===== config.mk =====
export PLATFORM = sky130hd
export DESIGN_NAME = pdm_capture_sched
export DESIGN_NICKNAME = d
export VERILOG_FILES = /design/src/rtl/pdm_capture_sched.sv
export SDC_FILE = /design/constraint.sdc
export NUM_CORES = 1
export LEC_CHECK = 0
export ABC_CLOCK_PERIOD_IN_PS = 4300
export CELL_PAD_IN_SITES_DETAIL_PLACEMENT = 0
export CELL_PAD_IN_SITES_GLOBAL_PLACEMENT = 2
export CORE_MARGIN = 1.5
export CORE_UTILIZATION = 43
export CTS_BUF_LIST = sky130_fd_sc_hd__clkbuf_8
export DETAILED_ROUTE_END_ITERATION = 16
export PLACE_DENSITY = 0.89
export SLEW_MARGIN = 20
export SYNTH_ARGS = -nofsm -noshare
export SYNTH_HDL_FRONTEND = slang
export SYNTH_SLANG_ARGS = --single-unit

===== constraint.sdc =====
create_clock -name clk -period 4.3 [get_ports clk]
set_input_delay 0.645 -clock clk [delete_from_list [all_inputs] [get_ports clk]]
set_output_delay 0.645 -clock clk [all_outputs]
set_load 0.01 [all_outputs]

===== src/rtl/pdm_capture_sched.sv =====
`default_nettype none
// ============================================================================
// Module      : pdm_capture_sched
// Description : Capture sequencer between the CIC3 PDM decimator and the
//               TinyQV register/IRQ logic. Gates the microphone clock, waits
//               a warm-up time, discards settling samples, then buffers PCM
//               words in a first-word-fall-through FIFO with a level
//               (watermark) / sticky-overflow interrupt.
// Ports       : clk, rst_n (sync, active-low)
//               start/stop          capture control pulses
//               cfg_warmup/discard/watermark  latched on start
//               pcm_in/pcm_valid    decimator samples
//               rd_en/ovf_clr       CPU pop / overflow clear
//               mic_en, rd_data, rd_valid, fifo_level, overflow,
//               state_o, irq        status outputs
// Config      : define PDM_CAPTURE_AUTOSTOP_EN to return to IDLE when a
//               sample is dropped on a full FIFO during CAPTURE.
// Revision    : 1.0 - initial release
// ============================================================================
module pdm_capture_sched #(
    parameter int DW       = 24,
    parameter int DEPTH    = 8,
    parameter int WARMUP_W = 16
) (
    input  logic                    clk,
    input  logic                    rst_n,
    input  logic                    start,
    input  logic                    stop,
    input  logic [WARMUP_W-1:0]     cfg_warmup,
    input  logic [7:0]              cfg_discard,
    input  logic [$clog2(DEPTH):0]  cfg_watermark,
    input  logic [DW-1:0]           pcm_in,
    input  logic                    pcm_valid,
    input  logic                    rd_en,
    input  logic                    ovf_clr,
    output logic                    mic_en,
    output logic [DW-1:0]           rd_data,
    output logic                    rd_valid,
    output logic [$clog2(DEPTH):0]  fifo_level,
    output logic                    overflow,
    output logic [1:0]              state_o,
    output logic                    irq
);

    localparam int c_AW = $clog2(DEPTH);
    localparam int c_LW = c_AW + 1;
    localparam logic [c_LW-1:0] c_DEPTH_LV = c_LW'(DEPTH);

    typedef enum logic [1:0] {
        IDLE    = 2'd0,
        WARMUP  = 2'd1,
        DISCARD = 2'd2,
        CAPTURE = 2'd3
    } state_t;

    state_t                r_state;
    logic                  r_mic_en;
    logic [WARMUP_W-1:0]   r_warm_cnt;
    logic [7:0]            r_disc_cnt;
    logic [c_LW-1:0]       r_wm;

    logic [DW-1:0]         r_mem [DEPTH];
    logic [c_AW-1:0]       r_wr_ptr;
    logic [c_AW-1:0]       r_rd_ptr;
    logic [c_LW-1:0]       r_level;
    logic                  r_overflow;
    logic                  r_irq;

    logic                  w_start_go;
    logic                  w_push_req;
    logic                  w_full;
    logic                  w_pop;
    logic                  w_push_ok;
    logic                  w_ovf_evt;
    logic [c_LW-1:0]       w_wm_eff;

    // stop beats start, so a simultaneous pair in IDLE does nothing
    assign w_start_go = (r_state == IDLE) && start && !stop;
    assign w_push_req = (r_state == CAPTURE) && pcm_valid;
    assign w_full     = (r_level == c_DEPTH_LV);
    assign w_pop      = rd_en && (r_level != '0);
    // a pop in the same cycle frees the slot, so a full FIFO still accepts
    assign w_push_ok  = w_push_req && (!w_full || w_pop);
    assign w_ovf_evt  = w_push_req && w_full && !w_pop;

    assign w_wm_eff = (r_wm == '0)        ? c_LW'(1)   :
                      (r_wm > c_DEPTH_LV) ? c_DEPTH_LV : r_wm;

    // ------------------------------------------------------------------
    // Sequencer
    // ------------------------------------------------------------------
    always_ff @(posedge clk) begin
        if (!rst_n) begin
            r_state    <= IDLE;
            r_mic_en   <= 1'b0;
            r_warm_cnt <= '0;
            r_disc_cnt <= '0;
            r_wm       <= '0;
        end else if ((r_state != IDLE) && stop) begin
            r_state  <= IDLE;
            r_mic_en <= 1'b0;
        end else begin
            case (r_state)
                IDLE: begin
                    if (w_start_go) begin
                        r_state    <= WARMUP;
                        r_mic_en   <= 1'b1;
                        // a zero warm-up still spends one cycle in WARMUP
                        r_warm_cnt <= (cfg_warmup == '0) ? WARMUP_W'(1) : cfg_warmup;
                        r_disc_cnt <= cfg_discard;
                        r_wm       <= cfg_watermark;
                    end
                end
                WARMUP: begin
                    if (r_warm_cnt <= WARMUP_W'(1)) begin
                        r_warm_cnt <= '0;
                        r_state    <= (r_disc_cnt != 8'd0) ? DISCARD : CAPTURE;
                    end else begin
                        r_warm_cnt <= r_warm_cnt - WARMUP_W'(1);
                    end
                end
                DISCARD: begin
                    if (pcm_valid) begin
                        r_disc_cnt <= r_disc_cnt - 8'd1;
                        if (r_disc_cnt == 8'd1) begin
                            r_state <= CAPTURE;
                        end
                    end
                end
                CAPTURE: begin
`ifdef PDM_CAPTURE_AUTOSTOP_EN
                    if (w_ovf_evt) begin
                        r_state  <= IDLE;
                        r_mic_en <= 1'b0;
                    end
`endif
                end
                default: begin
                    r_state  <= IDLE;
                    r_mic_en <= 1'b0;
                end
            endcase
        end
    end

    // ------------------------------------------------------------------
    // FIFO storage (no reset needed: rd_data is masked while empty)
    // ------------------------------------------------------------------
    always_ff @(posedge clk) begin
        if (w_push_ok) begin
            r_mem[r_wr_ptr] <= pcm_in;
        end
    end

    // ------------------------------------------------------------------
    // FIFO pointers, level, overflow and interrupt
    // ------------------------------------------------------------------
    always_ff @(posedge clk) begin
        if (!rst_n) begin
            r_wr_ptr   <= '0;
            r_rd_ptr   <= '0;
            r_level    <= '0;
            r_overflow <= 1'b0;
            r_irq      <= 1'b0;
        end else begin
            r_irq <= (r_level >= w_wm_eff) || r_overflow;
            if (w_start_go) begin
                r_wr_ptr   <= '0;
                r_rd_ptr   <= '0;
                r_level    <= '0;
                r_overflow <= 1'b0;
            end else begin
                if (w_push_ok) begin
                    r_wr_ptr <= r_wr_ptr + c_AW'(1);
                end
                if (w_pop) begin
                    r_rd_ptr <= r_rd_ptr + c_AW'(1);
                end
                case ({w_push_ok, w_pop})
                    2'b10:   r_level <= r_level + c_LW'(1);
                    2'b01:   r_level <= r_level - c_LW'(1);
                    default: r_level <= r_level;
                endcase
                // setting the sticky flag takes priority over clearing it
                if (w_ovf_evt) begin
                    r_overflow <= 1'b1;
                end else if (ovf_clr) begin
                    r_overflow <= 1'b0;
                end
            end
        end
    end

    assign mic_en     = r_mic_en;
    assign rd_valid   = (r_level != '0);
    assign rd_data    = rd_valid ? r_mem[r_rd_ptr] : '0;
    assign fifo_level = r_level;
    assign overflow   = r_overflow;
    assign state_o    = r_state;
    assign irq        = r_irq;

endmodule
`default_nettype wire

* After elaboration in Yosys (flattened, before gate mapping) *
Memories as Yosys holds them, arrays and structs flattened. A register that Yosys moved wholly into a read port is not among the register bits.
Index checks and enable logic that the tools add are counted.

word-level totals
  flip-flop bits (word level) = 43
  RAM bits = 192
  input port bits = 59
  output and inout bits = 34
  word-level logic and storage cells = 87
  memories kept = 1

operators by class
  add/subtract/negate cells = 6
  $lt $le $gt $ge = 3
  equality and inequality tests = 11
  mux-type cells = 23
  bitwise operators = 2
  reduce and logical (&&, ||, !) cells = 31

memories
  name   words  bits a word  read ports  clocked after Yosys merged registers in  wr ports  line  RTL
  r_mem  8      24           1           1                                        1         62    logic [DW-1:0] r_mem [DEPTH];

operators with widths
  kind                                                              count
  2-to-1 mux 16 bit                                                 3
  one-hot mux 16 bit (2 select lines)                               1
  2-to-1 mux 24 bit                                                 1
  less-or-equal comparator 16 x 1 -> 1 bit (second input constant)  1
  zero test 16 bit                                                  1
  2-to-1 mux 8 bit                                                  2
  one-hot mux 8 bit (2 select lines)                                1
  subtractor 16 x 1 -> 16 bit (second input constant)               1
  nonzero test 2 bit                                                5
  equality test 8 x 1 -> 1 bit (second input constant)              1
  logical AND 1 bit                                                 8
  2-to-1 mux 2 bit                                                  4
  2-to-1 mux 4 bit                                                  2
  inequality test 2 bit (second input constant)                     4
  one-hot mux 4 bit (2 select lines)                                1
  nonzero test 8 bit                                                1
  subtractor 8 x 1 -> 8 bit (second input constant)                 1
  adder 3 x 1 -> 3 bit (second input constant)                      2
  equality test 2 bit (second input constant)                       3
  2-to-1 mux 3 bit                                                  2
  one-hot mux 2 bit (3 select lines)                                1
  AND reduction 3 bit                                               2
  2-to-1 mux 1 bit                                                  5
  AND reduction 5 bit                                               1
  16 further kinds                                                  22

* Depth between registers and ports, before layout *
Gate-level depths: netlist of the first run.

  depth in word-level cells = 6
  gate-level depth with buffers = 11

* Worst setup path after synthesis of the first run *
OpenSTA, ideal clock, no wires.

  kind = input to register
  start point = input rd_en
  end point = memory r_mem[0][0] (enable)
  arrival = 3540 ps
  required time = 3834 ps
  setup slack = 294 ps
  cell stages on the path = 4
  buffers on the path = 0
  cell sequence = inv_1 a31oi_1 inv_1 nor4_1

between the ends
  word-level cells in the longest chain between the ends = 5

RTL lines
  element                                 line  RTL
  from (decl)                             34    input logic rd_en,
  logical AND 1 bit                       81    assign w_pop = rd_en && (r_level != '0);
  logical OR 1 bit                        83    assign w_push_ok = w_push_req && (!w_full || w_pop);
  logical AND 1 bit                       83
  2-to-1 mux 1 bit                        150   if (w_push_ok) begin
  2-to-1 mux 1 bit (implied by the code)  151   r_mem[r_wr_ptr] <= pcm_in;
  to (decl)                               62

No other way between the ends.

==> flow_summary.ini, run 1 <==
[timing]
tns_ns = 0
finalHoldViolCount = 0
grt_setup_unrepaired = false
fin_crit_sh_pct = 82.6
final_max_slew_viol_count = 0
setup_viol = 0
worst_hold_slack_ns = 0.467
relSlewSlack_pct = 34.9
period_minus_slack_ns = 3.55
worstMarginPinSlew_ns = 0.977
max_freq_mhz = 282
skew_ns = 0.0213

[synthesis]
synth_top_area_cell = edfxtp_1
synth-edff-count = 192
synth.net_count = 723
syn_area_sq_mm = 0.00999
async_reset_ff_share_pct = 0
syn_inst = 645
synthDistinctLibCells = 59
synthFlopType = edfxtp_1
ys_seq_elements = 238
synthTopCellsByArea = edfxtp_1 (58%), mux4_2 (11%), dfxtp_1 (9.2%), mux2i_1 (2.9%), nor2_1 (2.6%)
netlist.area_leader.share_pct = 57.7
seq_area_frac_synth_pct = 67.0
avgSynthCellArea_sq_um = 15.5
ys_warn_count = 0

[clocking]
clockBufferDepth = 3
cts_made_buffers = 38
cts_post_setup_buffers_inserted = 0
cts-root-buf = clkbuf_8
cts_sinks = 238
clkTransAtPathRegs_ns = 0.06
hold_buffers = 0
cts_resized = 0
clock_latency_ns = 0.53
h-tree-depth = 2
cts_tree = built

[floorplanning]
die_area_sq_mm = 0.0241
fp.dieW_um = 155
pin_count = 93
initial_core_util_pct = 44.0
core-area_sq_mm = 0.0227
rows = 55
die_h_um = 155

[setup_path]
cp_data_arrival_time_ns = 2.91
end_kind = output port
worstSetupPathType = register to output port
critical_path_peak_fanout = 28
cp-start-kind = register
crit_required_ns = 3.65

[final_layout]
fillers = 1831
n_antenna_cell = 0
multi_input_area_sq_mm = 0.00313
areaGrowthSynthToFinish_pct = 20.7
final-seq-area_sq_mm = 0.00669
layout.nets = 851
fin_util_pct = 53.1
drive_above_1_share_pct = 17.9

[detailed_routing]
drcViolationCount = 0
routed_wl_um = 20900
viasPerCell = 5.53
drt-pass1-iter-count = 4
wl_per_cell_um = 19.3
vias = 5997
drt_iter0_drc = 362
detail-route-antenna-nets = 0

[pwr]
ir_drop_v = 0.000253
power.density_mw_per_mm2 = 441
p_leak_uw = 0.00401
power_uw = 5310

[global_route]
busiest_layer = met2
antenna_found_initial = 1
grt_max_degree = 37
use_met3_pct = 3.70
grt_overflow = 0
use_met1_pct = 23.6
gr-usage-all-layers_pct = 17.9
grtUsageMet2_pct = 30.2
grt_pass1_wl_um = 33500
grt_pass1_vias = 6314

[placed_design]
dp_hpwl_um = 13600
portBuffers = 92
place_congestion = 0.864

[run]
maxCapViolations = 0

[run_status]
status = finished, final reports clean

[worst_hold_path]
hp-class = register to register
-- synthesized netlist by cell type, types with 4 or more instances --
master and count:
a21oi_1 30, a22oi_1 4, a31oi_1 7, a32oi_1 8, buf_1 5, clkbuf_1 18
dfxtp_1 46, edfxtp_1 192, ha_1 18, inv_1 22, mux2i_1 29, mux4_2 48
nand2_1 30, nand2b_1 5, nand3_1 7, nor2_1 70, nor3_1 12, nor4_1 6
o21ai_0 8, o221a_2 4, o22ai_1 7, or3_1 5, xor2_1 4
-- critical path, stage by stage, from the launching register on --
cell and delay (ns):
dfxtp_4 0.71, buf_4 0.36, mux4_2 0.53, mux2i_1 0.22, nor2_1 0.07, clkdlybuf4s50_1 0.49
-- flip-flops by register name (all words and copies together), names as in the netlist, named ones only --
| name | count |
|---|---|
| r_mem | 192 |
| r_warm_cnt | 16 |
| r_disc_cnt | 8 |
| fifo_level | 4 |
| r_wm | 4 |
| r_rd_ptr | 3 |
| r_wr_ptr | 3 |
| state_o | 2 |
| irq | 1 |
| mic_en | 1 |
| overflow | 1 |
-- routing by layer --
layer	up-vias	share of wire, %
li1	2791	-
met2	181	49
met4	0	1.9
met5	-	0
met3	37	5.7
met1	2988	44
-- where the power goes --
| group | switching [uW] | internal, uW | total [uW] |
|---|---|---|---|
| clock | 839 | 922 | 1760 |
| combinational | 529 | 384 | 912 |
| sequential | 75.9 | 2560 | 2640 |
| total | 1440 | 3870 | 5310 |
-- cell families after synthesis --
| group | share of synthesized area, % |
|---|---|
| multiplexers | 13.8 |
| flip-flops | 67.0 |
| buffers and inverters | 2.05 |
| adder cells (fa/ha/maj) | 2.46 |
| AO/OA/AOI/OAI | 6.67 |
| AND/OR/NAND/NOR | 7.41 |
| XOR/XNOR | 0.614 |
-- area by class of cell --
cell class | count | area share, %
clock buffer | 40 | 4.57
multi-input combinational | 357 | 26.0
tap | 285 | 2.96
timing repair buffer | 115 | 9.07
inverter | 23 | 0.716
sequential | 238 | 55.5
clock inverter | 26 | 1.17
-- per-stage QoR --
step	instances	setup WS, ns	instance area (sq um)
after global placement	1017	0.922	11400
after CTS	1083	0.636	12000
after floorplan	645	0.294	9990
final	1084	0.749	12100
after detailed placement	1017	0.842	11400
after global routing	1084	0.538	12100
-- final timing paths --
kind,startpoint,to,slack (ns),cells after the start
setup / recovery,register,rd_data[21],0.75,5
hold / removal,mic_en$_SDFFE_PP0P_,mic_en$_SDFFE_PP0P_,0.47,2
setup reg to reg,state_o[0]$_SDFFE_PP0P_,fifo_level[3]$_SDFFE_PP0P_,1.41,11
hold reg to reg,mic_en$_SDFFE_PP0P_,mic_en$_SDFFE_PP0P_,0.47,2
-- cells in the final DEF (no fill, tap or decap), types with 3 or more instances in the layout --
cell	Yosys	routed
ha_1	18	18
edfxtp_1	192	192
buf_4	0	23
nor2_1	70	67
a21oi_1	30	30
or3_1	5	5
xor2_1	4	4
clkinv_1	1	8
nor4_1	6	4
nor3_1	12	8
a31oi_1	7	7
dfxtp_1	46	44
nand2_1	30	30
a22oi_1	4	4
o22ai_1	7	7
o221a_2	4	4
nor3_2	0	4
a211oi_1	3	3
nand4_1	3	3
a32oi_1	8	8
o21ai_0	8	8
clkbuf_8	0	40
nand2b_1	5	5
nand3_1	7	7
clkinv_2	0	4
xnor2_1	3	3
mux4_2	48	48
mux2i_1	29	29
clkdlybuf4s50_1	0	92
inv_1	22	33
nor2_2	0	3
and3_1	3	3
and2_1	3	3
or4_1	3	3
(Power assumes the default switching activity.)
==> inputs of run 2 (changes only) <==
- ABC_CLOCK_PERIOD_IN_PS: 4300 -> 3500
- clock period: 4.3 -> 3.5 ns (I/O delays scaled with it)
==> run 2 against run 1 <==
Critical path depth unchanged; worst hold slack lost 0.0055 ns; critical path type unchanged; clock power grew 28%.
==> flow_summary.ini, run 2 (synthesis gave the netlist of run 1 again) <==
[detailed_routing]
detail-route-antenna-nets = 0
drcViolationCount = 0
viasPerCell = 5.52
vias = 6027
wl_per_cell_um = 19.9
drt-pass1-iter-count = 5
routed_wl_um = 21700
drt_iter0_drc = 386

[worst_hold_path]
hold_start = mic_en$_SDFFE_PP0P_
hold_path_depth = 2
hold_path_end = mic_en$_SDFFE_PP0P_
hp-class = register to register

[clocking]
cts-root-buf = clkbuf_8
h-tree-depth = 2
cts_tree = built
clkTransAtPathRegs_ns = 0.06
cts_sinks = 238
cts_made_buffers = 40
cts_post_setup_buffers_inserted = 0
clock_latency_ns = 0.54
cts_resized = 0
clockBufferDepth = 3
hold_buffers = 0

[final_layout]
layout.nets = 856
fillers = 1833
top_register = r_mem
drive_above_1_share_pct = 18.9
largest_reg_flops = 192
fin_util_pct = 53.6
mostFrequentLayoutCell = edfxtp_1
final-seq-area_sq_mm = 0.00669
areaGrowthSynthToFinish_pct = 21.8
multi_input_area_sq_mm = 0.00314
largestRegisters = r_mem x192, r_warm_cnt x16, r_disc_cnt x8
n_antenna_cell = 0
layout_common_cells = edfxtp_1 (192), clkdlybuf4s50_1 (92), nor2_1 (67)

[timing]
period_minus_slack_ns = 3.18
grt_setup_unrepaired = false
fin_crit_sh_pct = 90.9
skew_ns = 0.0144
worstMarginPinSlew_ns = 0.789
finalHoldViolCount = 0
setup_ws_ns = 0.319
tns_ns = 0
setup_viol = 0
max_freq_mhz = 314
final_max_slew_viol_count = 0
relSlewSlack_pct = 47.4
worst_hold_slack_ns = 0.462

[setup_path]
reg2reg_slack_ns = 0.84
cp_data_arrival_time_ns = 2.66
crit_required_ns = 2.97
end_kind = output port
cp-start-kind = register
timing.rr.start = state_o[1]$_SDFFE_PP0P_
critical_path_peak_fanout = 16
worstSetupPathType = register to output port
r2r_end = r_warm_cnt[10]$_SDFFE_PN0P_
rr_worst_depth = 6

[global_route]
grt_pass1_wl_um = 34100
antenna_found_initial = 0
grt_max_degree = 29
grt_overflow = 0
gr-usage-all-layers_pct = 18.5
grt_pass1_vias = 6432

[run_status]
status = finished, final reports clean

[pwr]
ir_drop_v = 0.000296
power.density_mw_per_mm2 = 547
p_leak_uw = 0.00405

[floorplanning]
fp.dieW_um = 155
core-area_sq_mm = 0.0227
die_h_um = 155
initial_core_util_pct = 44.0
pin_count = 93
rows = 55
die_area_sq_mm = 0.0241

[run]
maxCapViolations = 0

[placed_design]
portBuffers = 92
dp_hpwl_um = 13900
place_ws_ns = 0.396
place_congestion = 0.853
==> run 2: cell types whose count changed in the layout (fill, tap and decap cells not counted), sizes merged <==
cell      before  now
inv           34   31
clkinvlp       2    1
buf           23   26
clkbuf        40   42
clkinv        12   18
==> run 2: stage by stage <==
| stage | total power (uW) | area, sq um | std cells |
|---|---|---|---|
| final | 6660 | 12200 | 1091 |
| after global routing | 6970 | 12200 | 1091 |
| after CTS | 6700 | 12200 | 1090 |
| after detailed placement | 4430 | 11400 | 1020 |
| after global placement | 4390 | 11400 | 1020 |
| after floorplan | 4070 | 9990 | 645 |
==> run 2: worst max-delay path: stages, from the launching register on <==
cell and delay [ns]:
dfxtp_4 0.48, buf_4 0.36, mux4_2 0.56, mux2i_1 0.15, nor2_1 0.07, clkdlybuf4s50_1 0.50
==> run 2: final cells by class <==
class,instances,area share [%]
clock buffer,42,4.75
clock inverter,28,1.27
inverter,23,0.710
multi-input combinational,357,25.8
sequential,238,55.0
tap,285,2.93
timing repair buffer,118,9.48
==> run 2: routing by layer <==
metal  vias to the layer above  track usage, %  share of wire, %
met2                       165            33.5                53
li1                       2793               -                 -
met1                      3034            21.3                40
met5                         -               0                 0
met3                        35            4.40               5.6
met4                         0            6.53               1.8
==> run 2: worst max-delay path by stage <==
stage	cells after the start	from	end
2_1_floorplan	5	state_o[0]$_SDFFE_PP0P_	r_mem[2][0]$_DFFE_PP_
3_3_place_gp	11	pcm_valid	fifo_level[3]$_SDFFE_PP0P_
3_5_place_dp	11	pcm_valid	fifo_level[3]$_SDFFE_PP0P_
4_1_cts	5	register	rd_data[1]
5_1_grt	5	register	rd_data[1]
6_report	5	register	rd_data[14]
==> run 2: where the power goes <==
part | total [uW] | internal [uW] | switching, uW
Combinational | 1160 | 485 | 671
Sequential | 3240 | 3150 | 91.9
Clock | 2260 | 1190 | 1070
==> inputs of run 3 (changes only) <==
- CORE_UTILIZATION: 43 -> 48
- DONT_BUFFER_PORTS: default -> 1
==> run 3 against run 2 <==
Non-clock buffer count fell by 97; die area fell by 10%; sequential power barely moved; total power rose by 0.66%; via count fell by 5.9%; wire length fell by 6.2%; count of clock-buffer cells in the layout did not move; global-route usage rose by 0.80 points; sequential share of layout area rose by 4.5 points; worst hold slack got worse by 0.38 ns; sequential cell count did not move; clock skew fell by 0.0034 ns; critical path type is now register to register; largest power group unchanged.
==> flow_summary.ini, run 3 (synthesis gave the netlist of run 1 again) <==
[timing]
grt_setup_unrepaired = false
period_minus_slack_ns = 3.00
setup_viol = 0
max_freq_mhz = 334
relSlewSlack_pct = 37.8
worstMarginPinSlew_ns = 0.932
fin_crit_sh_pct = 85.6
finalHoldViolCount = 0
final_max_slew_viol_count = 0
setup_ws_ns = 0.504
tns_ns = 0
skew_ns = 0.0110

[floorplanning]
die_h_um = 147
rows = 52
die_area_sq_mm = 0.0217
initial_core_util_pct = 49.2
core-area_sq_mm = 0.0203
fp.dieW_um = 147
pin_count = 93

[clocking]
cts_resized = 0
cts_made_buffers = 40
clock_latency_ns = 0.53
cts_sinks = 238
cts_post_setup_buffers_inserted = 0
hold_buffers = 0
cts-root-buf = clkbuf_8
h-tree-depth = 2
clockBufferDepth = 3
cts_tree = built
clkTransAtPathRegs_ns = 0.06

[setup_path]
worstPathCellList = ha_1 > nand2_1 > a31oi_1 > inv_1 > ha_1 > ha_1 > a21o_1 > a21oi_1 > xnor2_1 > or3_1 > a21oi_1
cpMostUsedCell = ha_1
critical_path_peak_fanout = 6
cp_slowest_stage_delay_ns = 0.49
crit_path_top_delay_cell = dfxtp_1
cp-start-kind = register
crit_required_ns = 3.95
cp_data_arrival_time_ns = 3.45
worstSetupPathType = register to register
end_kind = register

[placed_design]
place_ws_ns = 0.532
dp_hpwl_um = 12700
numPlacedInstances = 908
place_congestion = 0.835
portBuffers = 0

[final_layout]
layout_common_cells = edfxtp_1 (192), nor2_1 (67), mux4_2 (48)
largestRegisters = r_mem x192, r_warm_cnt x16, r_disc_cnt x8
fillers = 1603
n_antenna_cell = 0
mostFrequentLayoutCell = edfxtp_1
largest_reg_flops = 192
final_cells = 982
top_register = r_mem
drive_above_1_share_pct = 20.5
areaGrowthSynthToFinish_pct = 12.6
layout.nets = 759

[run_status]
status = finished, final reports clean

[detailed_routing]
viasPerCell = 5.77
routed_wl_um = 20300
drt_iter0_drc = 375
drt-pass1-iter-count = 5
drcViolationCount = 0
detail-route-antenna-nets = 0
wl_per_cell_um = 20.7
vias = 5671

[pwr]
power.density_mw_per_mm2 = 596
ir_drop_v = 0.000298
p_leak_uw = 0.00371

[global_route]
grt_pass1_vias = 6019
grt_overflow = 0
gr-usage-all-layers_pct = 19.3
grt_max_degree = 29
grt_pass1_wl_um = 32000
antenna_found_initial = 0

[run]
maxCapViolations = 0

[worst_hold_path]
hp-class = input pin to register
==> run 3: path summary, 6_finish.rpt <==
kind | start | endpoint | slack, ns | depth (start not counted)
setup reg to reg | state_o[0]$_SDFFE_PP0P_ | fifo_level[3]$_SDFFE_PP0P_ | 0.50 | 11
setup / recovery | state_o[0]$_SDFFE_PP0P_ | fifo_level[3]$_SDFFE_PP0P_ | 0.50 | 11
hold reg to reg | r_warm_cnt[15]$_SDFFE_PN0P_ | r_warm_cnt[15]$_SDFFE_PN0P_ | 0.49 | 2
hold / removal | pcm_in[23] | r_mem[0][23]$_DFFE_PP_ | 0.09 | 0
==> run 3: final cells by class <==
class / count / area, sq um / share of cell area, %
multi-input cells: 357 / 3140 / 28.0
clock buffers: 42 / 578 / 5.14
well taps: 270 / 338 / 3.01
flip-flops and latches: 238 / 6690 / 59.5
clock inverters: 31 / 234 / 2.08
repair buffers: 21 / 170 / 1.51
inverters: 23 / 86.3 / 0.768
==> run 3: through the flow <==
stage / util [%] / total power, uW / instance area, sq um / hold WS (ns)
2_1_floorplan: - / 4070 / 9990 / 0.449
4_1_cts: 55.3 / 6750 / 11200 / 0.0595
3_3_place_gp: 51.3 / 4240 / 10400 / 0.466
5_1_grt: 55.4 / 7020 / 11200 / 0.0545
6_report: 55.4 / 6700 / 11200 / 0.0856
3_5_place_dp: 51.3 / 4270 / 10400 / 0.481
==> run 3: per-layer routing <==
metal	GRT usage [%]	share of wire (%)	wire length [um]
met2	32.7	50	10100
met4	7.50	2.4	482
met1	23.0	40	8070
met3	5.99	8.1	1650
met5	0	0	0
==> run 3: power by group <==
| group | internal [uW] | switching, uW | total, uW |
|---|---|---|---|
| Combinational | 393 | 602 | 995 |
| Clock | 1410 | 1050 | 2460 |
| Sequential | 3150 | 97.8 | 3250 |
==> run 3: critical path: cells and delay by family (launching register included) <==
family | cells | cell delay, ns
DFF | 1 | 0.49
AOI/OAI and AO/OA | 4 | 0.86
buffers and inverters | 1 | 0.27
and+or+nand+nor | 2 | 0.40
xor gates and xnor gates | 1 | 0.09
adders and majority gates | 3 | 0.80
